===== config.mk =====
export PLATFORM = sky130hd
export DESIGN_NAME = serial_adder_acc
export DESIGN_NICKNAME = d
export VERILOG_FILES = /design/src/rtl/serial_add_pkg.sv /design/src/rtl/serial_fa_cell.sv /design/src/rtl/serial_adder_acc.sv
export SDC_FILE = /design/constraint.sdc
export NUM_CORES = 1
export LEC_CHECK = 0
export ABC_CLOCK_PERIOD_IN_PS = 2500
export BUFFER_PORTS_ARGS = -buffer_cell sky130_fd_sc_hd__buf_2
export CAP_MARGIN = 40
export CORE_MARGIN = 5
export CORE_UTILIZATION = 35
export DETAILED_ROUTE_END_ITERATION = 16
export HOLD_SLACK_MARGIN = 0.12
export PLACE_DENSITY_LB_ADDON = 0.3
export SLEW_MARGIN = 15
export SYNTH_ARGS = -nofsm -noshare
export SYNTH_HDL_FRONTEND = slang
export SYNTH_SLANG_ARGS = --single-unit

===== constraint.sdc =====
create_clock -name clk -period 2.5 [get_ports clk]
set_clock_uncertainty 0.05 [all_clocks]
set_input_delay 0.375 -clock clk [delete_from_list [all_inputs] [get_ports clk]]
set_output_delay 0.375 -clock clk [all_outputs]
set_load 0.02 [all_outputs]

===== src/rtl/serial_add_pkg.sv =====
// Shared types and helpers for the bit-serial adder: FSM state encoding,
// default operand width and the bit-counter width function.
package serial_add_pkg;

  typedef enum logic [1:0] {
    IDLE = 2'd0,
    RUN  = 2'd1,
    DONE = 2'd2
  } sa_state_e;

  localparam int SA_WIDTH_DEFAULT = 8;

  // Smallest r with 2**r >= value; 0 for value <= 1.
  function automatic int clog2(input int value);
    int r;
    r = 0;
    for (int i = 0; i < 31; i++) begin
      if ((1 << i) < value) r = i + 1;
    end
    return r;
  endfunction

endpackage


===== src/rtl/serial_fa_cell.sv =====
// Combinational full-adder bit cell formed from two half-adder stages:
// the first combines the operand bits, the second folds in the carry.
module serial_fa_cell (
  input  logic a_bit,
  input  logic b_bit,
  input  logic cin,
  output logic s,
  output logic cout
);

  logic p;
  logic g;

  assign p    = a_bit ^ b_bit;
  assign g    = a_bit & b_bit;
  assign s    = p ^ cin;
  assign cout = g | (p & cin);

endmodule


===== src/rtl/serial_adder_acc.sv =====
// Bit-serial adder: adds two WIDTH-bit operands LSB first, one bit per
// enabled cycle, with a start/busy/done handshake and held result.
//
// state | meaning
// IDLE  | waiting for start; sum/cout hold the last result
// RUN   | one result bit per enabled cycle, WIDTH cycles total
// DONE  | one enabled cycle with done=1; start here chains a new add
module serial_adder_acc
  import serial_add_pkg::*;
#(
  parameter int WIDTH = SA_WIDTH_DEFAULT
) (
  input  logic             clk,
  input  logic             rst_n,
  input  logic             ena,
  input  logic             start,
  input  logic [WIDTH-1:0] a,
  input  logic [WIDTH-1:0] b,
  output logic             busy,
  output logic             done,
  output logic [WIDTH-1:0] sum,
  output logic             cout
);

  localparam int CNT_W = (clog2(WIDTH) < 1) ? 1 : clog2(WIDTH);
  localparam logic [CNT_W-1:0] CNT_LAST = CNT_W'(WIDTH - 1);

  sa_state_e        state_q;
  logic [CNT_W-1:0] cnt_q;
  logic [WIDTH-1:0] a_sr_q;
  logic [WIDTH-1:0] b_sr_q;
  logic [WIDTH-1:0] sum_sr_q;
  logic             carry_q;
  logic             busy_q;
  logic             done_q;
  logic [WIDTH-1:0] sum_q;
  logic             cout_q;

  logic             s_bit;
  logic             carry_d;
  logic [WIDTH-1:0] sum_sr_d;
  logic             last_step;
  logic             load;

  serial_fa_cell u_fa (
    .a_bit (a_sr_q[0]),
    .b_bit (b_sr_q[0]),
    .cin   (carry_q),
    .s     (s_bit),
    .cout  (carry_d)
  );

  // New bits enter at the MSB so that after WIDTH steps bit 0 lands at [0].
  assign sum_sr_d  = {s_bit, sum_sr_q[WIDTH-1:1]};
  assign last_step = (cnt_q == CNT_LAST);
  assign load      = start && ((state_q == IDLE) || (state_q == DONE));

  always_ff @(posedge clk or negedge rst_n) begin
    if (!rst_n) begin
      state_q  <= IDLE;
      cnt_q    <= '0;
      a_sr_q   <= '0;
      b_sr_q   <= '0;
      sum_sr_q <= '0;
      carry_q  <= 1'b0;
      busy_q   <= 1'b0;
      done_q   <= 1'b0;
      sum_q    <= '0;
      cout_q   <= 1'b0;
    end else if (ena) begin
      case (state_q)
        IDLE: begin
          done_q <= 1'b0;
          if (load) begin
            a_sr_q   <= a;
            b_sr_q   <= b;
            carry_q  <= 1'b0;
            cnt_q    <= '0;
            sum_sr_q <= '0;
            busy_q   <= 1'b1;
            state_q  <= RUN;
          end
        end
        RUN: begin
          a_sr_q   <= a_sr_q >> 1;
          b_sr_q   <= b_sr_q >> 1;
          carry_q  <= carry_d;
          sum_sr_q <= sum_sr_d;
          if (last_step) begin
            sum_q   <= sum_sr_d;
            cout_q  <= carry_d;
            busy_q  <= 1'b0;
            done_q  <= 1'b1;
            state_q <= DONE;
          end else begin
            cnt_q <= cnt_q + CNT_W'(1);
          end
        end
        DONE: begin
          done_q <= 1'b0;
          if (load) begin
            a_sr_q   <= a;
            b_sr_q   <= b;
            carry_q  <= 1'b0;
            cnt_q    <= '0;
            sum_sr_q <= '0;
            busy_q   <= 1'b1;
            state_q  <= RUN;
          end else begin
            state_q <= IDLE;
          end
        end
        default: begin
          busy_q  <= 1'b0;
          done_q  <= 1'b0;
          state_q <= IDLE;
        end
      endcase
    end
  end

  assign busy = busy_q;
  assign done = done_q;
  assign sum  = sum_q;
  assign cout = cout_q;

endmodule


Word level (Yosys, flattened, before mapping):

Index checks and enable logic that the tools add are counted.

* add/subtract/negate cells: 1
* equal/unequal tests: 7
* multiplexer cells: 20
* bitwise operators: 5
* reductions and logical operators: 11

Operator list (count)
* $pmux W8 S2: 3
* $mux W8: 3
* $reduce_and A3 Y1: 4
* $mux W1: 6
* $mux W3: 2
* $ne A2 B2 Y1 const B: 3
* $pmux W2 S3: 1
* $pmux W3 S2: 1
* $mux W2: 2
* $pmux W1 S2: 2
* $reduce_and A4 Y1: 1
* $add A3 B1 Y3 const B: 1
* $eq A3 B3 Y1 const B: 1
* $and A1 B1 Y1: 2
* $eq A2 B1 Y1 const B: 1
* $eq A2 B2 Y1 const B: 1
* $logic_not A2 Y1: 1
* $ne A2 B1 Y1 const B: 1
* $reduce_and A2 Y1: 1
* $reduce_bool A2 Y1: 1
* $reduce_or A2 Y1: 1
* $xor A1 B1 Y1: 2
* $logic_and A1 B1 Y1: 1
* $logic_or A1 B1 Y1: 1
* $or A1 B1 Y1: 1

* register bits after elaboration: 41
* input port bits: 20
* output and inout port bits: 11
* word-level logic and storage cells: 54

Longest topological paths before layout:

* depth after elaboration: 5
* gate-level depth with buffers: 5
* depth with buffers taken out: 5

Cells and area by module:

Synthesis repeated with hierarchy kept, for this count alone.

* cells, all modules: 143
* area, all modules: 1800.5 µm²

By module, submodules not included
* serial_adder_acc: instances 1, cells an instance 142, area each 1780.5 µm², seq. area each 1001.0 µm²
* serial_fa_cell: instances 1, cells an instance 1, area each 20.0 µm², seq. area each 0.0 µm²

Worst setup path after synthesis:

Ideal clock, no wire load.

* kind: register -> register
* start: register cnt_q[0]
* end: register cnt_q[0]
* library setup time: 121 ps
* arrival time: 1583 ps
* required time: 2329 ps
* setup slack: 746 ps
* stages on the path, launching flop included: 6
* buffers on the path: 0
* period minus slack after synthesis: 1754 ps
* cells stage by stage: dfrtp_1 ha_1 ha_1 or3b_1 mux2_2 a22o_1

* longest elaborated chain between the ends: 3
* elaborated cells on any way between the ends: 6
* those cells by class: add/sub: 1; eq/ne: 2; mux: 2; reduce/logical: 1

Ends and longest elaborated chain
* from (decl): line serial_adder_acc.sv:29 `logic [CNT_W-1:0] cnt_q;`
* from (signal assigned): line serial_adder_acc.sv:96 `cnt_q <= cnt_q + CNT_W'(1);`
* $add A3 B1 Y3 / $eq A3 B3 Y1 (equally long branches): line serial_adder_acc.sv:96, serial_adder_acc.sv:55
* $mux W3 / $ne A2 B2 Y1 (equally long branches)
* $pmux W3 S2 / $reduce_and A4 Y1 (equally long branches)

Parallel ways exist; a longest one is shown, timed or not. The select of a mux whose other input is x is not followed.
A chain may end at the register's enable or synchronous reset.

Worst setup path in the final report:

* start: register cnt_q[0]
* end: register cnt_q[1]

Same word-level chain as after synthesis.

==> run_results.csv <==
group,metric,value,unit
die,rows,26,
cts,clock_latency,0.29,ns
route,wirelength,3.44,mm
synthesis,synth_edf_count,0,
cells_and_area,layoutNonFillerInstCount,247,
power,p_switching,854,uW
cells_and_area,multi_input_area,795,um^2
synthesis,yosysTopAreaCell,"dfrtp_1",
die,core,5170,um^2
hold_path,holdCritPathClass,"input port to register",
cts,cts_resized,0,
run,maxCapViolCount,0,
global_route,grt_max_degree,34,
die,die_x,83.4,um
route,drc,0,
critical_path,cp.required,2.63,ns
synthesis,yosysSeqAreaShare,0.530,
cts,clkSlewWorstSetupHoldPaths,0.08,ns
synthesis,netlist_instances,142,
route,viasPerCell,4.76,
cts,cts.path.max_buffers,2,
cells_and_area,seq_area,1000,um^2
synthesis,ys_ff_latch,40,
synthesis,synth.area.top_cells,"dfrtp_1, mux2_2, mux2_4, mux2_1, mux2i_1",
status,status,"finished clean",
global_route,grt_pass1_vias,1299,
timing,tns,0,ns
synthesis,synthArstFlopShare,1.00,
power,internal_power,1.67,mW
route,via_count,1176,
timing,slew_violations,0,
cts,cts.sinks,40,
die,start_util,0.365,
route,wl_per_cell,13.9,um
power,leakage,1.11,nW
global_route,antenna_found_initial,0,
critical_path,end_kind,"register",
critical_path,startpoint_type,"register",
critical_path,crit_type,"register to register",
synthesis,synth_ff_type,"dfrtp_1",
place,dpl.hpwl,2.39,mm
place,portBuffers,30,
timing,fmax,0.529,GHz
cts,cts_made_buffers,5,
synthesis,syn_area,1890,um^2
global_route,grt_use_total,0.107,
timing,finalCriticalPeriod,1.89,ns
power,p_seq_frac,0.425,
global_route,grt_first_pass_wirelength,5.99,mm
synthesis,synth.distinct_cells,27,
power,ir_worst_vdd,0.471,mV
cells_and_area,diodes,0,
synthesis,syn_avg_cell_area,13.3,um^2
power,switching_share,0.338,
cells_and_area,fillCellCount,486,
cts,cts_tree,"built",
cells_and_area,layout-drive-gt1-share,0.384,
cts,htree_levels,2,
timing,relSlewSlack,0.737,
power,pwr_density_cell,1140,nW/um^2
critical_path,arrival,2.02,ns
cts,cts_root_buffer,"clkbuf_8",
die,die-area,6960,um^2
timing,setup_viol,0,
global_route,grt.overflow.total,0,
critical_path,cp_max_fo,5,
synthesis,yosysWarnings,0,
route,firstDrtPassIters,6,
route,dr.first_iter.drc_count,64,
power,power_frac_comb,0.409,
power,p_clk_frac,0.166,
place,dp.cells,238,
cells_and_area,final_nets,199,
place,gp_congestion,0.738,
timing,hold_violations,0,
die,die_y,83.4,um
synthesis,synth_fp_nets,165,
cells_and_area,area_delta_synth_final,17.1,%
synthesis,yosys.area.top_type_share,0.530,
route,final_antenna_net_count,0,
timing,rsz0062_at_grt,"false",
timing,tightest_slew,0.395,ns
die,ios,31,
cells_and_area,utilization,0.427,
timing,timing.final.crit_share,0.756,
## area by class of cell
cell class                 instances  area share
inverter                          12      0.0204
multi-input combinational         83       0.359
clock buffer                       5      0.0311
tap                               70      0.0396
sequential                        40       0.453
timing repair buffer              34      0.0883
clock inverter                     3     0.00849
## power by group through the flow
stage | logic [mW] | registers (mW) | clock network, mW
floorplan | 0.741 | 1.14 | 0
global placement | 1.00 | 1.07 | 0
detailed placement | 1.04 | 1.08 | 0
CTS | 1.05 | 1.07 | 0.435
global route | 1.14 | 1.11 | 0.467
finish | 1.03 | 1.07 | 0.419
## cells in the mapped netlist, drive strengths merged (2+ instances only)
library cell / number
dfrtp: 40
mux2: 38
inv: 12
nand2: 9
o21ai: 8
mux2i: 6
buf: 5
a21oi: 4
a221o: 2
and3: 2
clkbuf: 2
ha: 2
nand4: 2
nand4b: 2
nor2b: 2
## critical path: stages (launching register included)
cell and delay, ns:
dfrtp_1 0.41, ha_1 0.21, ha_1 0.24, or3b_1 0.40, and3_1 0.20, a221o_1 0.26
## cells by family after synthesis
group,synth area share
multiplexers,0.278
flip-flops,0.530
AND/OR/NAND/NOR,0.0676
buffers and inverters,0.0490
AO/OA/AOI/OAI,0.0510
adder cells (fa/ha/maj),0.0239
## cell usage in the layout (no fill, tap or decap)
cell type / synthesis / layout
nand4b_1: 2 / 2
mux2_1: 13 / 13
mux2_2: 15 / 15
dlygate4sd3_1: 0 / 1
buf_2: 2 / 30
mux2i_1: 6 / 6
o21ai_0: 3 / 3
nor2b_4: 1 / 1
a22o_1: 1 / 1
nor2b_1: 1 / 1
buf_4: 1 / 2
a21oi_1: 4 / 4
nand3_2: 1 / 1
buf_12: 0 / 1
and4bb_1: 1 / 1
ha_1: 2 / 2
clkinv_4: 0 / 1
o21ai_1: 5 / 5
or3b_1: 1 / 1
nand4_1: 2 / 2
fa_1: 1 / 1
mux2_4: 10 / 10
nand2_1: 9 / 9
clkbuf_8: 0 / 5
a221o_1: 2 / 2
o21a_1: 1 / 1
dfrtp_1: 40 / 40
clkinv_2: 0 / 2
inv_1: 12 / 12
and3_1: 2 / 2
## routing by layer
metal / GRT usage / share of wire / up-vias
li1: - / - / 560
met1: 0.128 / 0.46 / 588
met2: 0.173 / 0.49 / 26
met3: 0.0406 / 0.050 / 2
met4: 0.0409 / 0.0049 / 0
met5: 0 / 0 / -
## registers in the layout, indices dropped and copies added, names as in the netlist
register  flops
state_q       2
sum_sr_q      7
sum           8
cnt_q         3
busy          1
done          1
carry_q       1
a_sr_q        8
cout          1
b_sr_q        8
## path summary, 6_finish.rpt
path / from / slack [ns] / cells past startpoint / endpoint
min in group asynchronous: rst_n / 0.48 / 2 / b_sr_q[3]$_DFFE_PN0P_
hold reg to reg: a_sr_q[1]$_DFFE_PN0P_ / 0.44 / 1 / a_sr_q[1]$_DFFE_PN0P_
setup / recovery: cnt_q[0]$_DFFE_PN0P_ / 0.61 / 5 / cnt_q[1]$_DFFE_PN0P_
setup reg to reg: cnt_q[0]$_DFFE_PN0P_ / 0.61 / 5 / cnt_q[1]$_DFFE_PN0P_
hold / removal: b[7] / 0.30 / 3 / b_sr_q[7]$_DFFE_PN0P_
max in group asynchronous: rst_n / 1.46 / 3 / sum[1]$_DFFE_PN0P_
## metrics by stage
stage	hold WS [ns]	total power, mW	setup WS [ns]	area, um^2
CTS	0.302	2.56	0.615	2210
finish	0.305	2.52	0.611	2210
global route	0.322	2.72	0.528	2210
global placement	0.413	2.07	0.716	2090
floorplan	0.0294	1.88	0.746	1890
detailed placement	0.263	2.12	0.631	2110
## timing repair
item / 4_1_cts / 5_1_grt
hold buffers: 1 / 0
hold endpoints to repair: 14 / 0
buffers inserted: 0 / 0
Power figures use the tool's default switching activity.
